===== config.mk =====
export PLATFORM = sky130hd
export DESIGN_NAME = edge_event_sched
export DESIGN_NICKNAME = d
export VERILOG_FILES = /design/src/rtl/edge_sched_pkg.sv /design/src/rtl/rr_arbiter.sv /design/src/rtl/edge_event_sched.sv
export SDC_FILE = /design/constraint.sdc
export NUM_CORES = 1
export LEC_CHECK = 0
export ABC_CLOCK_PERIOD_IN_PS = 1700
export CAP_MARGIN = 20
export CORE_MARGIN = 2
export CORE_UTILIZATION = 45
export CTS_CLUSTER_SIZE = 10
export DETAILED_ROUTE_END_ITERATION = 7
export DONT_BUFFER_PORTS = 1
export SLEW_MARGIN = 10
export SYNTH_ARGS = -nofsm -noshare
export SYNTH_HDL_FRONTEND = slang
export SYNTH_SLANG_ARGS = --single-unit

===== constraint.sdc =====
create_clock -name clock -period 1.7 [get_ports clock]
set_clock_uncertainty 0.15 [all_clocks]
set_input_delay 0 -clock clock [delete_from_list [all_inputs] [get_ports clock]]
set_output_delay 0 -clock clock [all_outputs]
set_load 0.05 [all_outputs]

===== src/rtl/edge_sched_pkg.sv =====
// Shared constants, FSM state type and edge-mode decode for the edge/level event scheduler.
package edge_sched_pkg;

    localparam logic [1:0] MODE_ANY = 2'b00;
    localparam logic [1:0] MODE_POS = 2'b01;
    localparam logic [1:0] MODE_NEG = 2'b10;
    localparam logic [1:0] MODE_OFF = 2'b11;

    typedef enum logic [0:0] {
        S_IDLE  = 1'b0,
        S_OFFER = 1'b1
    } state_t;

    // True when the prev->cur transition is an event under the given channel mode.
    function automatic logic mode_match(input logic [1:0] mode, input logic prev, input logic cur);
        logic hit;
        hit = 1'b0;
        case (mode)
            MODE_ANY: hit = prev ^ cur;
            MODE_POS: hit = ~prev & cur;
            MODE_NEG: hit = prev & ~cur;
            default:  hit = 1'b0;
        endcase
        return hit;
    endfunction

endpackage


===== src/rtl/rr_arbiter.sv =====
// Combinational round-robin pick: first asserted request at or after ptr, wrapping at N.
module rr_arbiter #(
    parameter  int unsigned N     = 3,
    localparam int unsigned IDX_W = $clog2(N)
) (
    input  logic [N-1:0]     req,
    input  logic [IDX_W-1:0] ptr,
    output logic [IDX_W-1:0] gnt_idx,
    output logic             gnt_any
);

    // Scan offsets high to low so the smallest offset from ptr wins.
    always_comb begin
        logic [IDX_W:0] sum;
        gnt_idx = '0;
        gnt_any = 1'b0;
        sum     = '0;
        for (int k = N - 1; k >= 0; k--) begin
            sum = {1'b0, ptr} + (IDX_W+1)'(k);
            if (sum >= (IDX_W+1)'(N)) begin
                sum = sum - (IDX_W+1)'(N);
            end
            if (req[sum[IDX_W-1:0]]) begin
                gnt_idx = sum[IDX_W-1:0];
                gnt_any = 1'b1;
            end
        end
    end

endmodule


===== src/rtl/edge_event_sched.sv =====
// Per-channel edge/level event detection, pending/drop tracking and round-robin service of a
// shared toggle register through a single valid/ready port.
module edge_event_sched
    import edge_sched_pkg::*;
#(
    parameter  int unsigned          N_CH      = 3,
    parameter  int unsigned          CNT_W     = 8,
    parameter  logic [2*N_CH-1:0]    EDGE_MODE = 6'b10_01_00,
    localparam int unsigned          CH_W      = $clog2(N_CH)
) (
    input  logic                    clock,
    input  logic                    reset_n,
    input  logic [N_CH-1:0]         ev_in,
    input  logic                    clr_drop,
    output logic                    fire_valid,
    output logic [CH_W-1:0]         fire_ch,
    input  logic                    fire_ready,
    output logic                    d_out,
    output logic [N_CH-1:0]         pending,
    output logic [N_CH-1:0]         drop,
    output logic [N_CH*CNT_W-1:0]   svc_count
);

    state_t                  state, state_nxt;
    logic                    armed;
    logic [N_CH-1:0]         ev_prev;
    logic [N_CH-1:0]         det, clr_vec, pending_nxt, drop_nxt;
    logic [CH_W-1:0]         rr_ptr, rr_ptr_nxt, fire_ch_nxt, gnt_idx;
    logic                    gnt_any, accept, fire_valid_nxt, d_out_nxt;
    logic [N_CH*CNT_W-1:0]   svc_nxt;

    rr_arbiter #(.N(N_CH)) u_arb (
        .req     (pending),
        .ptr     (rr_ptr),
        .gnt_idx (gnt_idx),
        .gnt_any (gnt_any)
    );

    assign accept = (state == S_OFFER) & fire_ready;

    // Detection is gated by armed so the first post-reset sample never looks like an edge.
    always_comb begin
        det = '0;
        for (int i = 0; i < N_CH; i++) begin
            det[i] = armed & mode_match(EDGE_MODE[2*i +: 2], ev_prev[i], ev_in[i]);
        end
    end

    // A fresh event on the accepted channel re-arms it instead of counting as a drop.
    always_comb begin
        clr_vec     = '0;
        pending_nxt = '0;
        drop_nxt    = '0;
        svc_nxt     = svc_count;
        for (int i = 0; i < N_CH; i++) begin
            clr_vec[i]     = accept && (fire_ch == CH_W'(i));
            pending_nxt[i] = det[i] | (pending[i] & ~clr_vec[i]);
            drop_nxt[i]    = (det[i] & pending[i] & ~clr_vec[i]) | (drop[i] & ~clr_drop);
            if (clr_vec[i]) begin
                svc_nxt[i*CNT_W +: CNT_W] = svc_count[i*CNT_W +: CNT_W] + CNT_W'(1);
            end
        end
    end

    // Next-state and registered-output decode.
    always_comb begin
        state_nxt      = state;
        fire_valid_nxt = fire_valid;
        fire_ch_nxt    = fire_ch;
        rr_ptr_nxt     = rr_ptr;
        d_out_nxt      = d_out;
        case (state)
            S_IDLE: begin
                if (gnt_any) begin
                    fire_ch_nxt    = gnt_idx;
                    fire_valid_nxt = 1'b1;
                    state_nxt      = S_OFFER;
                end
            end
            S_OFFER: begin
                if (fire_ready) begin
                    d_out_nxt      = ~d_out;
                    fire_valid_nxt = 1'b0;
                    rr_ptr_nxt     = (fire_ch == CH_W'(N_CH - 1)) ? '0 : fire_ch + CH_W'(1);
                    state_nxt      = S_IDLE;
                end
            end
            default: state_nxt = S_IDLE;
        endcase
    end

    always_ff @(posedge clock or negedge reset_n) begin
        if (!reset_n) begin
            state      <= S_IDLE;
            armed      <= 1'b0;
            ev_prev    <= '0;
            rr_ptr     <= '0;
            fire_valid <= 1'b0;
            fire_ch    <= '0;
            d_out      <= 1'b0;
            pending    <= '0;
            drop       <= '0;
            svc_count  <= '0;
        end else begin
            state      <= state_nxt;
            armed      <= 1'b1;
            ev_prev    <= ev_in;
            rr_ptr     <= rr_ptr_nxt;
            fire_valid <= fire_valid_nxt;
            fire_ch    <= fire_ch_nxt;
            d_out      <= d_out_nxt;
            pending    <= pending_nxt;
            drop       <= drop_nxt;
            svc_count  <= svc_nxt;
        end
    end

endmodule


==> results.yml, run 1 <==
status:
  outcome: "finished with violations"
  violations: "setup timing"
sta:
  fin_setup_tns_ns: -0.114
  finalSetupViolations: 2
  finalHoldViolCount: 0
  drv_slew: 0
  setup_ws_ns: -0.0676
  slew-limit-headroom_pct: 66.0
  period_minus_slack_ns: 1.77
  worst_pin_slew_ns: 0.510
  rsz0062_at_grt: "yes"
  fin_crit_sh_pct: 104
  fmax_ghz: 0.566
global_routing:
  grt_overflow: 0
  grt_max_degree: 42
  grt_util_all_layers_pct: 18.0
  grt_pass1_wl_mm: 6.89
  grt_antenna_before_repair: 0
  grt_pass1_vias: 1486
placed_design:
  preCtsSetupSlack_ns: -0.105
  dp_hpwl_mm: 2.95
  dp.cells: 266
  gp_congestion: 0.838
  io_buffer_count: 0
clocking:
  clock_latency_ns: 0.29
  h-tree-depth: 2
  path_clk_slew_ns: 0.08
  cts_tree: "built"
  cts_buffers: 5
  clock_path_buffers: 2
  cts_sinks: 41
  cts-root-buf: "clkbuf_8"
power_and_ir_drop:
  peakVddDrop_uv: 876
  p_leak_nw: 1.24
  p_per_area_mw_per_mm2: 2050
  power.total_mw: 5.32
detailed_routing:
  routed-via-count: 1502
  ant_nets: 0
  drt_iter0_drc: 104
  drc: 0
  routed_wl_mm: 4.16
  via_per_inst: 5.29
  wl_per_cell_um: 14.6
  first_pass_iters: 4
floorplanning:
  fp.dieH_um: 70.3
  core_region_area_mm2: 0.00429
  die_w_um: 70.3
  start_util_pct: 46.1
  dieArea_mm2: 0.00495
  rows: 24
  io_pins: 41
logic_synthesis:
  synth_edf_count: 0
  synth_area_mm2: 0.00198
  synth_area_leaders: "dfrtp_1 52%, xnor2_1 5.7%, nand2_1 5.1%"
  synth_fp_nets: 193
  synth_cell_types: 45
  syn_inst: 179
  synth_seq_cells: 41
  ys_async_sr_fraction_pct: 100
  yosysMostFrequentCell: "dfrtp_1"
  synth_warnings: 0
  synth_top_area_share_pct: 51.8
  synth_ff_type: "dfrtp_1"
  yosysSeqAreaShare_pct: 51.8
  avgSynthCellArea_um2: 11.1
  synth_top_area_cell: "dfrtp_1"
  netlist_top_cells_count: "41 x dfrtp_1, 27 x nand2_1, 13 x xnor2_1"
cells_and_area:
  drive_gt1_share_pct: 34.1
  finalNonFillerCells: 284
  antenna_cells: 0
  layout.nets: 245
  area_growth_pct: 30.9
  final.fill_count: 358
setup_path:
  crit_path_start_kind: "flop"
  required_ns: 1.72
  end_kind: "flop"
  cp_data_arrival_time_ns: 1.79
  critical_path_class: "reg2reg"
  cp_max_fo: 6
worst_hold_path:
  hold_class: "in2async"
run:
  maxCapViolations: 0
[cells in the final DEF, fill, tap and decap left out, types with 4 or more instances in the layout]
master / n
nand2_1: 26
ha_1: 4
inv_1: 8
xor2_1: 10
nand4_1: 5
buf_4: 41
nor2_1: 8
dlygate4sd3_1: 6
clkbuf_8: 6
o22ai_1: 4
xnor2_1: 13
dfrtp_1: 38
[flip-flops by register name, summed over array words and instances, names as in the netlist]
register and flops:
state 1, drop 3, armed 1, pending 3, rr_ptr 2, svc_count 24, ev_prev 3, fire_ch 2
fire_valid 1, d_out 1
[logic make-up (layout without fill, tap and decap cells)]
group / count (synthesis) / count (layout) / synth area share [%]
AOI/OAI and AO/OA: 20 / 20 / 7.64
xor gates and xnor gates: 23 / 23 / 10.2
adders and majority gates: 7 / 7 / 4.42
buffers and inverters: 14 / 67 / 3.60
DFF: 41 / 41 / 51.8
muxes: 2 / 2 / 1.07
other: 1 / 1 / 0.189
and+or+nand+nor: 71 / 71 / 21.1
[per-layer routing]
| metal | share of wire (%) | up-vias | GRT usage [%] |
|---|---|---|---|
| met4 | 1.4 | 0 | 6.41 |
| met3 | 5.7 | 8 | 6.49 |
| li1 | - | 710 | - |
| met1 | 41 | 749 | 20.7 |
| met5 | 0 | - | 0 |
| met2 | 52 | 35 | 30.8 |
[stage by stage]
step,cell area (um^2),util (%),hold WS (ns)
3_3_place_gp,2320,54.1,-0.445
3_5_place_dp,2320,54.1,-0.445
6_report,2590,60.4,0.00548
2_1_floorplan,2000,-,-0.446
5_1_grt,2590,60.4,0.0181
4_1_cts,2580,60.0,0.00512
[layout make-up]
cell class              instances  area [um^2]  area share [%]
clock inverters                 2         37.5            1.45
flip-flops and latches         41         1030            39.7
repair buffers                 49          399            15.4
clock buffers                   6         82.6            3.19
well taps                      52         65.1            2.51
inverters                      10         37.5            1.45
multi-input cells             124          941            36.3
[critical path, cell delays in order, from the launching register on]
cell	delay (ns)
dfrtp_1	0.42
buf_4	0.16
ha_4	0.19
nor3b_2	0.17
nor3_1	0.29
o32a_1	0.23
a211oi_2	0.06
[repair_timing]
item                                    CTS  global route
hold buffers                              7             0
resized for setup                        12             3
buffers inserted                          2             1
endpoints found under the setup margin    4             4
pin swaps                                 3             1
endpoints found under the hold margin    57             0
[worst paths after layout]
path                            depth (start not counted)         start       endpoint  slack [ns]
max in group asynchronous                               2       reset_n      rr_ptr[1]        1.17
min in group clock                                      2    fire_ready      rr_ptr[0]        0.01
worst min-delay path                                    2       reset_n  svc_count[19]       0.005
worst min register to register                          1  svc_count[6]   svc_count[6]        0.35
worst max register to register                          6     rr_ptr[0]     fire_ch[0]       -0.07
worst max-delay path                                    6     rr_ptr[0]     fire_ch[0]       -0.07
[power by group]
part | leakage (nW) | switching, mW | internal [mW]
Clock | 0.0574 | 0.337 | 0.477
Sequential | 0.506 | 0.420 | 1.25
Combinational | 0.678 | 1.69 | 1.14
(Power assumes the default switching activity.)
==> run 2: changes to the inputs <==
ABC_CLOCK_PERIOD_IN_PS = 1820   (was 1700)
clock period = 1.82 ns   (was 1.7 ns; I/O delays follow)
==> results.yml, run 2 (synthesized netlist as in run 1, its figures left out) <==
status:
  outcome: "finished, final reports clean"
cells_and_area:
  utilization_pct: 58.5
  layout_commonest_cell: "dfrtp_1"
  largest-register: "svc_count"
  antenna_cells: 0
  seqCellArea_mm2: 0.00103
  final_cell_mix: "40 x dfrtp_1, 32 x buf_4, 27 x nand2_1"
  final.fill_count: 368
  multi_input_area_um2: 931
  drive_gt1_share_pct: 27.8
  largest_reg_flops: 24
  layout.nets: 236
  area_growth_pct: 26.8
detailed_routing:
  wl_per_cell_um: 14.4
  drc: 0
  first_pass_iters: 4
  routed_wl_mm: 3.97
  via_per_inst: 5.35
  drt_iter0_drc: 71
  routed-via-count: 1471
  ant_nets: 0
floorplanning:
  fp.dieH_um: 70.3
  start_util_pct: 46.1
  die_w_um: 70.3
  rows: 24
  core_region_area_mm2: 0.00429
  io_pins: 41
  dieArea_mm2: 0.00495
clocking:
  h-tree-depth: 2
  cts_tree: "built"
  cts_setup_buffers: 0
  cts_buffers: 5
  cts_sinks: 41
  cts-root-buf: "clkbuf_8"
  clock_path_buffers: 2
  clock_latency_ns: 0.28
  path_clk_slew_ns: 0.08
setup_path:
  r2r_slack_ns: 0.09
  cp_max_fo: 5
  crit_family: "flip-flops"
  crit_path_start_kind: "flop"
  worstPathCellList: "buf_4, ha_1, buf_4, or3_1, o21ai_0, a211oi_2"
  cpPeakStageDelay_ns: 0.40
  crit_buf_inv: 2
  required_ns: 1.83
  end_kind: "flop"
  critical_path_class: "reg2reg"
  crit_top_cell: "buf_4"
  worst_r2r_startpoint: "rr_ptr[0]"
  slowest_stage: "dfrtp_1"
  rr_worst_depth: 6
  cp_data_arrival_time_ns: 1.74
  r2r-end: "fire_ch[0]"
power_and_ir_drop:
  peakVddDrop_uv: 924
  p_per_area_mw_per_mm2: 1870
  p_leak_nw: 1.19
  power.total_mw: 4.70
worst_hold_path:
  hold_class: "in2async"
global_routing:
  grt_pass1_wl_mm: 6.79
  grt_overflow: 0
  grt_antenna_before_repair: 0
  grt_util_all_layers_pct: 17.1
  grt_pass1_vias: 1469
  grt_max_degree: 42
run:
  maxCapViolations: 0
sta:
  fmax_ghz: 0.578
  fin_setup_tns_ns: 0
  hold_ws_ns: 0.0231
  drv_slew: 0
  setup_ws_ns: 0.0904
  finalHoldViolCount: 0
  period_minus_slack_ns: 1.73
  fin_crit_sh_pct: 95.0
  finalSetupViolations: 0
placed_design:
  io_buffer_count: 0
  dp_hpwl_mm: 2.90
  preCtsSetupSlack_ns: 0.00251
  gp_congestion: 0.813
==> run 2: metal layers <==
layer	track usage, %	vias up	wire (um)
li1	-	698	-
met1	21.5	731	1690
met2	28.8	38	2040
met3	4.62	4	207
met4	4.70	0	34
met5	0	-	0
==> run 2: what timing repair did <==
item,CTS,global route
gates resized for setup,1,10
pin swaps,0,3
endpoints found under the setup margin,1,4
endpoints found under the hold margin,59,0
cloned,0,0
hold buffers,8,0
==> run 2: power by group <==
part / internal [mW] / switching [mW] / total [mW]
sequential: 1.17 / 0.404 / 1.57
combinational: 0.893 / 1.49 / 2.38
clock: 0.446 / 0.298 / 0.744
==> run 2: how the worst max path moves through the flow <==
stage	endpoint	slack [ns]	from	depth (start not counted)
6_report	fire_ch[0]	0.09	rr_ptr[0]	6
5_1_grt	fire_ch[0]	-0.0009	rr_ptr[1]	6
3_3_place_gp	fire_ch[0]	0.05	rr_ptr[1]	5
2_1_floorplan	svc_count[6]	0.02	fire_ch[0]	5
3_5_place_dp	fire_ch[0]	0.003	rr_ptr[1]	5
4_1_cts	fire_valid	0.003	rr_ptr[0]	6
==> run 2: metrics by stage <==
| step | cells | cell area [um^2] |
|---|---|---|
| after floorplan | 179 | 1980 |
| after global placement | 259 | 2250 |
| after detailed placement | 259 | 2250 |
| after CTS | 275 | 2460 |
| final | 275 | 2510 |
| after global routing | 275 | 2510 |
==> run 2: layout make-up <==
class,count,area share (%)
Tap cell,52,2.59
Timing Repair Buffer,40,13.2
Inverter,10,1.49
Clock buffer,6,3.29
Clock inverter,2,1.49
Multi-Input combinational cell,124,37.1
Sequential cell,41,40.9
==> run 2: worst register-to-register path: cells and delay by family, from the launching register on <==
kind            cells  cell delay, ns
flops               1            0.40
fa+ha+maj           1            0.20
buf+inv             2            0.31
simple gates        1            0.37
compound gates      2            0.19
